**config.mk**
```make
export PLATFORM = sky130hd
export DESIGN_NAME = id_ex_issue
export DESIGN_NICKNAME = d
export VERILOG_FILES = /design/src/rtl/cpu_pkg.sv /design/src/rtl/id_ex_issue_operand_forward.sv /design/src/rtl/id_ex_issue.sv
export SDC_FILE = /design/constraint.sdc
export NUM_CORES = 1
export LEC_CHECK = 0
export CAP_MARGIN = 5
export CORE_AREA = 2 2 227 229
export DETAILED_ROUTE_END_ITERATION = 16
export DIE_AREA = 0 0 229 231
export PLACE_DENSITY = 0.51
export SLEW_MARGIN = 5
export SYNTH_ARGS = -nofsm -noshare
export SYNTH_HDL_FRONTEND = slang
export SYNTH_SLANG_ARGS = --single-unit
```
**constraint.sdc**
```tcl
create_clock -name clk -period 4.5 [get_ports clk]
set_input_delay 0.9 -clock clk [delete_from_list [all_inputs] [get_ports clk]]
set_output_delay 0.9 -clock clk [all_outputs]
set_load 0.02 [all_outputs]
```
**src/rtl/cpu_pkg.sv**
```systemverilog
// Shared CPU definitions: ALU function codes, alu_op encodings, R-type opcodes,
// datapath defaults and the ALU control decode used by the ID/EX stage.
package cpu_pkg;

  localparam int XLEN_DEF     = 64;
  localparam int RA_W_DEF     = 5;
  localparam int ZERO_REG_DEF = 31;

  localparam logic [3:0] ALU_AND   = 4'b0000;
  localparam logic [3:0] ALU_ORR   = 4'b0001;
  localparam logic [3:0] ALU_ADD   = 4'b0010;
  localparam logic [3:0] ALU_SUB   = 4'b0110;
  localparam logic [3:0] ALU_PASSB = 4'b0111;
  localparam logic [3:0] ALU_NOR   = 4'b1100;

  localparam logic [1:0] ALUOP_ADD   = 2'b00;
  localparam logic [1:0] ALUOP_PASSB = 2'b01;
  localparam logic [1:0] ALUOP_RTYPE = 2'b10;

  localparam logic [10:0] OPC_ADD = 11'b10001011000;
  localparam logic [10:0] OPC_SUB = 11'b11001011000;
  localparam logic [10:0] OPC_AND = 11'b10001010000;
  localparam logic [10:0] OPC_ORR = 11'b10101010000;

  typedef struct packed {
    logic [3:0] sel;
    logic       illegal;
  } alu_dec_t;

  // alu_op 11 is treated as add without raising the illegal flag.
  function automatic alu_dec_t alu_decode(input logic [1:0] op, input logic [10:0] opc);
    alu_dec_t d;
    d.sel     = ALU_ADD;
    d.illegal = 1'b0;
    case (op)
      ALUOP_PASSB: d.sel = ALU_PASSB;
      ALUOP_RTYPE: begin
        case (opc)
          OPC_ADD: d.sel = ALU_ADD;
          OPC_SUB: d.sel = ALU_SUB;
          OPC_AND: d.sel = ALU_AND;
          OPC_ORR: d.sel = ALU_ORR;
          default: d.illegal = 1'b1;
        endcase
      end
      default: d.sel = ALU_ADD;
    endcase
    return d;
  endfunction

endpackage

```
**src/rtl/id_ex_issue_operand_forward.sv**
```systemverilog
// Per-operand forwarding mux: EX/MEM result beats MEM/WB data beats register file;
// the zero register is never forwarded.
module operand_forward
  import cpu_pkg::*;
#(
  parameter int XLEN     = XLEN_DEF,
  parameter int RA_W     = RA_W_DEF,
  parameter int ZERO_REG = ZERO_REG_DEF
) (
  input  logic [RA_W-1:0] src_i,
  input  logic [XLEN-1:0] rf_data_i,
  input  logic            ex_we_i,
  input  logic [RA_W-1:0] ex_rd_i,
  input  logic [XLEN-1:0] ex_data_i,
  input  logic            wb_we_i,
  input  logic [RA_W-1:0] wb_rd_i,
  input  logic [XLEN-1:0] wb_data_i,
  output logic [XLEN-1:0] data_o
);

  localparam logic [RA_W-1:0] ZR = RA_W'(ZERO_REG);

  always_comb begin
    data_o = rf_data_i;
    if (src_i != ZR) begin
      if (ex_we_i && (ex_rd_i == src_i))      data_o = ex_data_i;
      else if (wb_we_i && (wb_rd_i == src_i)) data_o = wb_data_i;
    end
  end

endmodule

```
**src/rtl/id_ex_issue.sv**
```systemverilog
// ID/EX issue register feeding the 64-bit ALU: ALU control decode, operand
// forwarding, and load-use stall with bubble insertion.
module id_ex_issue
  import cpu_pkg::*;
#(
  parameter int XLEN     = XLEN_DEF,
  parameter int RA_W     = RA_W_DEF,
  parameter int ZERO_REG = ZERO_REG_DEF
) (
  input  logic            clk,
  input  logic            rst,
  input  logic            in_valid,
  output logic            in_ready,
  input  logic            flush,
  input  logic [1:0]      in_alu_op,
  input  logic [10:0]     in_opc,
  input  logic [RA_W-1:0] in_rn,
  input  logic [RA_W-1:0] in_rm,
  input  logic [RA_W-1:0] in_rd,
  input  logic [XLEN-1:0] in_rn_data,
  input  logic [XLEN-1:0] in_rm_data,
  input  logic [XLEN-1:0] in_imm,
  input  logic            in_alu_src,
  input  logic            in_mem_read,
  input  logic            in_mem_write,
  input  logic            in_reg_write,
  input  logic            in_mem_to_reg,
  input  logic            in_branch,
  input  logic            exmem_reg_write,
  input  logic [RA_W-1:0] exmem_rd,
  input  logic [XLEN-1:0] exmem_result,
  input  logic            memwb_reg_write,
  input  logic [RA_W-1:0] memwb_rd,
  input  logic [XLEN-1:0] memwb_data,
  output logic            ex_valid,
  output logic [XLEN-1:0] alu_data1,
  output logic [XLEN-1:0] alu_data2,
  output logic [3:0]      alu_select,
  output logic [XLEN-1:0] ex_store_data,
  output logic [RA_W-1:0] ex_rd,
  output logic            ex_mem_read,
  output logic            ex_mem_write,
  output logic            ex_reg_write,
  output logic            ex_mem_to_reg,
  output logic            ex_branch,
  output logic            illegal_op
);

  localparam logic [RA_W-1:0] ZR = RA_W'(ZERO_REG);

  logic            ex_valid_q, mem_read_q, mem_write_q, reg_write_q, mem_to_reg_q, branch_q;
  logic            illegal_q;
  logic [3:0]      alu_sel_q;
  logic [RA_W-1:0] rd_q, rn_q, rm_q;
  logic [XLEN-1:0] rn_data_q, rm_data_q, imm_q;
  logic            alu_src_q;

  logic            hazard, accept;
  alu_dec_t        dec_d;
  logic [XLEN-1:0] fwd_rn, fwd_rm;

  // Load-use check against the instruction currently sitting in EX.
  assign hazard = in_valid && ex_valid_q && mem_read_q && (rd_q != ZR) &&
                  ((rd_q == in_rn) || ((rd_q == in_rm) && (!in_alu_src || in_mem_write)));
  assign in_ready = rst || flush || !hazard;
  assign accept   = in_valid && !hazard && !flush;
  assign dec_d    = alu_decode(in_alu_op, in_opc);

  // ---- ID -> EX register boundary ----
  always_ff @(posedge clk) begin
    if (rst) begin
      ex_valid_q   <= 1'b0;
      mem_read_q   <= 1'b0;
      mem_write_q  <= 1'b0;
      reg_write_q  <= 1'b0;
      mem_to_reg_q <= 1'b0;
      branch_q     <= 1'b0;
      illegal_q    <= 1'b0;
      alu_sel_q    <= 4'b0000;
      rd_q         <= '0;
    end else begin
      ex_valid_q   <= accept;
      mem_read_q   <= accept && in_mem_read;
      mem_write_q  <= accept && in_mem_write;
      reg_write_q  <= accept && in_reg_write;
      mem_to_reg_q <= accept && in_mem_to_reg;
      branch_q     <= accept && in_branch;
      illegal_q    <= illegal_q || (accept && dec_d.illegal);
      if (accept) begin
        alu_sel_q <= dec_d.sel;
        rd_q      <= in_rd;
      end
    end
  end

  always_ff @(posedge clk) begin
    if (accept) begin
      rn_q      <= in_rn;
      rm_q      <= in_rm;
      rn_data_q <= in_rn_data;
      rm_data_q <= in_rm_data;
      imm_q     <= in_imm;
      alu_src_q <= in_alu_src;
    end
  end

  // ---- EX operand forwarding ----
  operand_forward #(.XLEN(XLEN), .RA_W(RA_W), .ZERO_REG(ZERO_REG)) u_fwd_rn (
    .src_i(rn_q), .rf_data_i(rn_data_q),
    .ex_we_i(exmem_reg_write), .ex_rd_i(exmem_rd), .ex_data_i(exmem_result),
    .wb_we_i(memwb_reg_write), .wb_rd_i(memwb_rd), .wb_data_i(memwb_data),
    .data_o(fwd_rn)
  );

  operand_forward #(.XLEN(XLEN), .RA_W(RA_W), .ZERO_REG(ZERO_REG)) u_fwd_rm (
    .src_i(rm_q), .rf_data_i(rm_data_q),
    .ex_we_i(exmem_reg_write), .ex_rd_i(exmem_rd), .ex_data_i(exmem_result),
    .wb_we_i(memwb_reg_write), .wb_rd_i(memwb_rd), .wb_data_i(memwb_data),
    .data_o(fwd_rm)
  );

  assign alu_data1     = fwd_rn;
  assign alu_data2     = alu_src_q ? imm_q : fwd_rm;
  assign ex_store_data = fwd_rm;
  assign alu_select    = alu_sel_q;
  assign ex_valid      = ex_valid_q;
  assign ex_rd         = rd_q;
  assign ex_mem_read   = mem_read_q;
  assign ex_mem_write  = mem_write_q;
  assign ex_reg_write  = reg_write_q;
  assign ex_mem_to_reg = mem_to_reg_q;
  assign ex_branch     = branch_q;
  assign illegal_op    = illegal_q;

endmodule

```
==> results.md, run 1 <==
- Startpoint class of the critical path: input port
- Fin. Hold Viols: 0
- Clock-pin slew reported for the worst setup and hold paths after clock tree synthesis: 0.06 ns
- Final global-route overflow total: 0
- Weighted congestion reported at the end of routability-driven placement: 0.933
- Most used flip-flop cell after synthesis: edfxtp_1
- Post-detailed-route count of antenna-violating nets: 0
- Initial Utilization: 21.5%
- Max-capacitance violation count: 0
- Quantity of hold-fixing buffers added after cts: 0
- H-tree level count: 1
- RSZ-0062 raised after global routing: no
- Die H: 231 µm
- Most frequent cells in the layout: clkdlybuf4s50_1 (480), edfxtp_1 (203), nand2_1 (80), nor2_1 (69), nand3_1 (67)
- Yosys cell types: 50
- Number of register bits inferred by synthesis: 218
- Seq/Total Area, Yosys: 58.7%
- Synthesis Warnings: 0
- Number of standard-cell rows in the floorplan: 83
- Highest clock frequency the design can meet: 228 MHz
- Average cell area after synthesis: 11.7 µm²
- Root Driver: clkbuf_16
- Via count of the first global-routing pass: 10900
- Share of async-settable or async-resettable flops after synthesis: 0%
- Fraction of layout cells with a size suffix above 1: 9.84%
- Data required time at the worst endpoint: 3.60 ns
- Vias per cell: 4.78
- Total negative slack for setup checks: 0 ns
- Net count reported at finish: 1887
- Count of unresolved DRC violations after routing: 0
- CORE AREA: 50700 µm²
- Fill cells: 5078
- Detailed router's first-iteration violation count: 694
- Number of enable-type register cells in the synthesized netlist: 203
- First-pass GRT wire length: 74.4 mm
- Highest net fanout along the worst path: 21
- Width of the die: 229 µm
- Die footprint: 52900 µm²
- Commonest non-fill, non-tap cell in the layout: clkdlybuf4s50_1
- Cells after DPL: 2163
- Pwr Density: 321 nW/µm²
- Final critical delay including setup and external delays: 4.39 ns
- Number of instances in the synthesized netlist: 931
- Worst endpoint data arrival time: 3.49 ns
- Overall via count from detail_route: 10600
- Area of all placed cells without fillers: 19000 µm²
- Setup violation total in the final timing report: 0
- Area of placed instances: 17900 µm²
- Routed wirelength normalized by instance count: 23.6 µm
- Largest cells by area after synthesis: edfxtp_1 (56%), a2bb2oi_1 (5.1%), nand3b_1 (4.5%), o31ai_1 (4.4%), a31oi_1 (3.7%)
- Post-synthesis cell area: 10900 µm²
- Worst voltage drop across the vdd grid: 0.000189 V
- Run status: completed
- Final setup skew: 0.00969 ns
- Library cell occupying the most area in the post-synthesis netlist: edfxtp_1
- Number of CTS-inserted buffers: 29
- Count of buffers inserted at the top-level ports: 577
- Setup Slack @ Placement: -0.178 ns
- Ports placed on the boundary: 579
- Class of the most critical setup path: input port to output port
- Registers with the most flip-flops: imm_q (64), rm_data_q (64), rn_data_q (64)
- Number of sinks on the clock net: 218
- Layout Area Growth over Synthesis: 74.1%
- Kind of path behind the tightest hold check: register to register
- Maximum buffer depth of the clock tree: 3
- Area fraction of the dominant cell type after synthesis: 55.9%
- Initial antenna violation count: 8
- Share of the cycle needed by the critical path after routing: 97.6%
- Non-Filler Instances: 2219
- Max transition margin: 62.4%
- Maximum number of pins on one net before global-route repair: 64
- Syn nets: 1303
- CTS tree: yes
- Clock latency of the later-clocked register in the worst-skew pair: 0.56 ns
- Setup ws final: 0.106 ns
- Total wire length after detailed routing: 52.3 mm
- Drt first pass iters: 6
- Leak pwr: 0.00717 µW
- Half-perimeter wire length after placement: 38.9 mm
- Transition at the pin with the smallest max-transition slack: 0.564 ns
- Total count of max-transition violations in the final report: 0
- Element type at the critical path end: output port
- Tot GR Track Use: 18.9%
metrics by stage:
| stage | total power (µW) | hold slack, ns | utilization [%] |
|---|---|---|---|
| finish | 6100 | 0.465 | 37.5 |
| global route | 6330 | 0.498 | 37.5 |
| CTS | 6210 | 0.466 | 37.1 |
| detailed placement | 3900 | 0.457 | 35.3 |
| global placement | 3900 | 0.447 | 35.3 |
| floorplan | 3000 | 0.522 | - |
repair_timing:
item                                    in CTS  in global routing
buffers inserted                             1                  0
endpoints found under the setup margin      55                 73
pin swaps                                    2                  2
gates resized for setup                     26                 68
cell usage after synthesis, types with 2 or more instances:
master,count
edfxtp_1,203
nand2_1,80
nor2_1,70
nand3_1,69
nand3b_1,66
a31oi_1,65
o31ai_1,64
a2bb2oi_1,63
clkbuf_1,49
a22oi_1,44
buf_2,23
a22oi_2,20
xnor2_1,20
dfxtp_1,15
xor2_1,10
inv_1,8
and3_1,7
mux2i_1,7
buf_6,6
buf_1,5
a211oi_1,2
and2_1,2
buf_4,2
ha_1,2
nand4_1,2
nand4b_1,2
or3_1,2
kinds of logic after synthesis:
kind of cell | share of synthesized area [%]
and+or+nand+nor | 14.3
AOI/OAI and AO/OA | 19.7
DFF | 58.7
buffers and inverters | 4.03
xor gates and xnor gates | 2.41
muxes | 0.643
adders and majority gates | 0.229
other | 0.0344
critical path, stage by stage:
cell and delay, ns:
clkdlybuf4s50_1 0.45, xor2_1 0.19, nor4_2 0.35, buf_4 0.18
nand3_4 0.10, a21boi_4 0.24, buf_12 0.23, a2bb2oi_1 0.21
clkdlybuf4s50_1 0.64
power breakdown:
| part | internal (µW) | leakage, µW | switching [µW] |
|---|---|---|---|
| clock network | 1340 | 0.000437 | 934 |
| registers | 2360 | 0.00203 | 50.1 |
| logic | 721 | 0.00470 | 690 |
worst paths after layout:
check	slack (ns)	end	cells after the start	start
max reg2reg	2.27	imm_q[30]	6	ex_rd[4]
max	0.11	alu_data1[11]	9	memwb_rd[1]
min reg2reg	0.47	alu_select[1]	2	alu_select[1]
min	0.47	alu_select[1]	2	alu_select[1]
per-layer routing:
metal | wire length (µm) | GRT usage [%]
met5 | 56 | 0
met4 | 1650 | 6.62
met3 | 4270 | 4.68
met2 | 26000 | 33.1
met1 | 20400 | 22.3
layout make-up:
cell class	instances	area [µm²]	share of cell area [%]
tap	680	851	4.48
clock buffer	32	737	3.88
timing repair buffer	639	6630	34.9
antenna	4	10.0	0.0527
multi-input combinational	618	4150	21.8
sequential	218	6400	33.7
inverter	9	43.8	0.231
clock inverter	19	176	0.929
Note: power is estimated with default switching activity, not from simulation.
==> run 2, diff against run 1 <==
--- a/config.mk
+++ b/config.mk
@@ -6,10 +6,11 @@
 export NUM_CORES = 1
 export LEC_CHECK = 0
 export CAP_MARGIN = 5
-export CORE_AREA = 2 2 227 229
+export CORE_AREA = 2 2 224 226
+export CTS_CLUSTER_SIZE = 24
 export DETAILED_ROUTE_END_ITERATION = 16
-export DIE_AREA = 0 0 229 231
-export PLACE_DENSITY = 0.51
+export DIE_AREA = 0 0 226 228
+export PLACE_DENSITY = 0.5
 export SLEW_MARGIN = 5
 export SYNTH_ARGS = -nofsm -noshare
 export SYNTH_HDL_FRONTEND = slang
==> constraint.sdc (replaced) <==
create_clock -name clk -period 5.7 [get_ports clk]
set_input_delay 1.14 -clock clk [delete_from_list [all_inputs] [get_ports clk]]
set_output_delay 1.14 -clock clk [all_outputs]
set_load 0.02 [all_outputs]
==> results.md, run 2 (same netlist as run 1, synthesis figures left out) <==
- Run status: completed
- Final critical delay including setup and external delays: 5.36 ns
- Leak pwr: 0.00636 µW
- Via count of the first global-routing pass: 10900
- Critical path's largest stage delay: 0.68 ns
- Die H: 228 µm
- Worst voltage drop across the vdd grid: 0.000246 V
- Setup Slack @ Placement: 0.330 ns
- Kind of path behind the tightest hold check: register to register
- Setup violation total in the final timing report: 0
- Max-capacitance violation count: 0
- Class of the most critical setup path: input port to output port
- Element type at the critical path end: output port
- H-tree level count: 1
- Fin. Hold Viols: 0
- Total negative slack for setup checks: 0 ns
- Net count reported at finish: 1849
- Highest net fanout along the worst path: 64
- Most Frequent Cell on Critical Path: clkdlybuf4s50_1
- Startpoint class of the critical path: input port
- First-pass GRT wire length: 74.1 mm
- Cells after DPL: 2118
- Initial Utilization: 22.1%
- Ports placed on the boundary: 579
- Root Driver: clkbuf_16
- Number of gates resized after CTS: 0
- Number of sinks on the clock net: 218
- Half-perimeter wire length after placement: 37.1 mm
- Final setup skew: 0.0312 ns
- Maximum number of pins on one net before global-route repair: 119
- Quantity of hold-fixing buffers added after cts: 0
- Layout Area Growth over Synthesis: 69.2%
- Transition at the pin with the smallest max-transition slack: 1.03 ns
- Switching power summed over all nets: 1310 µW
- Highest clock frequency the design can meet: 187 MHz
- Clock share of power: 37.8%
- Width of the die: 226 µm
- Die footprint: 51500 µm²
- Count of buffers inserted at the top-level ports: 577
- Weighted congestion reported at the end of routability-driven placement: 0.872
- Vias per cell: 4.83
- Overall via count from detail_route: 10500
- Critical-path cell with the highest stage delay: clkdlybuf4s50_1
- Number of CTS-inserted buffers: 29
- CORE AREA: 49300 µm²
- RSZ-0062 raised after global routing: no
- Design internal power: 3540 µW
- CTS tree: yes
- Total count of max-transition violations in the final report: 0
- Switching Fraction: 27.1%
- Share of the cycle needed by the critical path after routing: 94.0%
- Final global-route overflow total: 0
- Footprint of the multi-input gates: 4130 µm²
- Combinational share of power: 22.8%
- Tot GR Track Use: 19.3%
- Total power after layout: 4850 µW
- Number of standard-cell rows in the floorplan: 82
- Non-Filler Instances: 2178
- Drt first pass iters: 5
- Maximum buffer depth of the clock tree: 3
- Post-detailed-route count of antenna-violating nets: 0
- Pwr Density: 263 nW/µm²
- Fill cells: 4918
- Count of unresolved DRC violations after routing: 0
- Clock latency of the later-clocked register in the worst-skew pair: 0.59 ns
- Routed wirelength normalized by instance count: 23.9 µm
- Commonest non-fill, non-tap cell in the layout: clkdlybuf4s50_1
- Clock-pin slew reported for the worst setup and hold paths after clock tree synthesis: 0.05 ns
- Post-CTS setup repair buffer count: 0
- Fraction of layout cells with a size suffix above 1: 6.27%
- Registers with the most flip-flops: imm_q (64), rm_data_q (64), rn_data_q (64)
- Worst endpoint data arrival time: 4.22 ns
- Detailed router's first-iteration violation count: 678
- Setup ws final: 0.341 ns
- Area taken by flip-flops and latches: 6400 µm²
- Data required time at the worst endpoint: 4.56 ns
- Reg-to-reg slack, setup: 2.93 ns
- Total wire length after detailed routing: 52.0 mm
- Max transition margin: 31.6%
- Ordered list of cells on the worst path: clkdlybuf4s50_1, xor2_1, nor4_1, buf_4, nand3_4, a21boi_4, buf_12, a2bb2oi_1, clkdlybuf4s50_1
- Initial antenna violation count: 8
- Reg power frac: 39.3%
- Most frequent cells in the layout: clkdlybuf4s50_1 (577), edfxtp_1 (203), nand2_1 (80), nor2_1 (70), nand3_1 (67)
==> run 2: final timing paths <==
kind	startpoint	endpoint	cells past startpoint
setup / recovery	memwb_rd[1]	alu_data1[63]	9
hold / removal	illegal_op	illegal_op	1
setup reg to reg	ex_rd[4]	rm_data_q[0]	6
hold reg to reg	illegal_op	illegal_op	1
==> run 2: through the flow <==
| step | area (µm²) | hold WS (ns) | util (%) |
|---|---|---|---|
| after CTS | 18400 | 0.467 | 37.3 |
| final | 18400 | 0.456 | 37.4 |
| after detailed placement | 17500 | 0.450 | 35.5 |
| after global routing | 18400 | 0.484 | 37.4 |
| after floorplan | 10900 | 0.522 | - |
| after global placement | 17500 | 0.450 | 35.5 |
==> run 2: layout make-up <==
class                      count  area share (%)
sequential                   218            34.7
timing repair buffer         601            33.0
multi-input combinational    618            22.4
tap                          672            4.56
clock buffer                  41            4.34
clock inverter                12           0.712
inverter                       9           0.237
antenna                        7          0.0949
==> run 2: per-layer routing <==
layer / vias to the layer above / global-route usage [%] / part of all wire, %
met2: 549 / 33.3 / 49
met3: 88 / 5.72 / 9.6
li1: 4757 / - / -
met5: - / 0 / 0.023
met1: 5116 / 22.7 / 38
met4: 2 / 6.79 / 3.1
==> run 2: worst max-delay path, delay by kind of cell <==
family,cells,cell delay (ns)
simple gates,2,0.57
buf+inv,4,1.68
xor+xnor,1,0.18
compound gates,2,0.54
==> run 2: power by group through the flow <==
stage | registers [µW] | clock network, µW | logic (µW)
finish | 1910 | 1830 | 1110
global route | 1910 | 1950 | 1170
CTS | 1910 | 1890 | 1120
detailed placement | 1940 | 0 | 1110
global placement | 1940 | 0 | 1110
floorplan | 1930 | 0 | 436
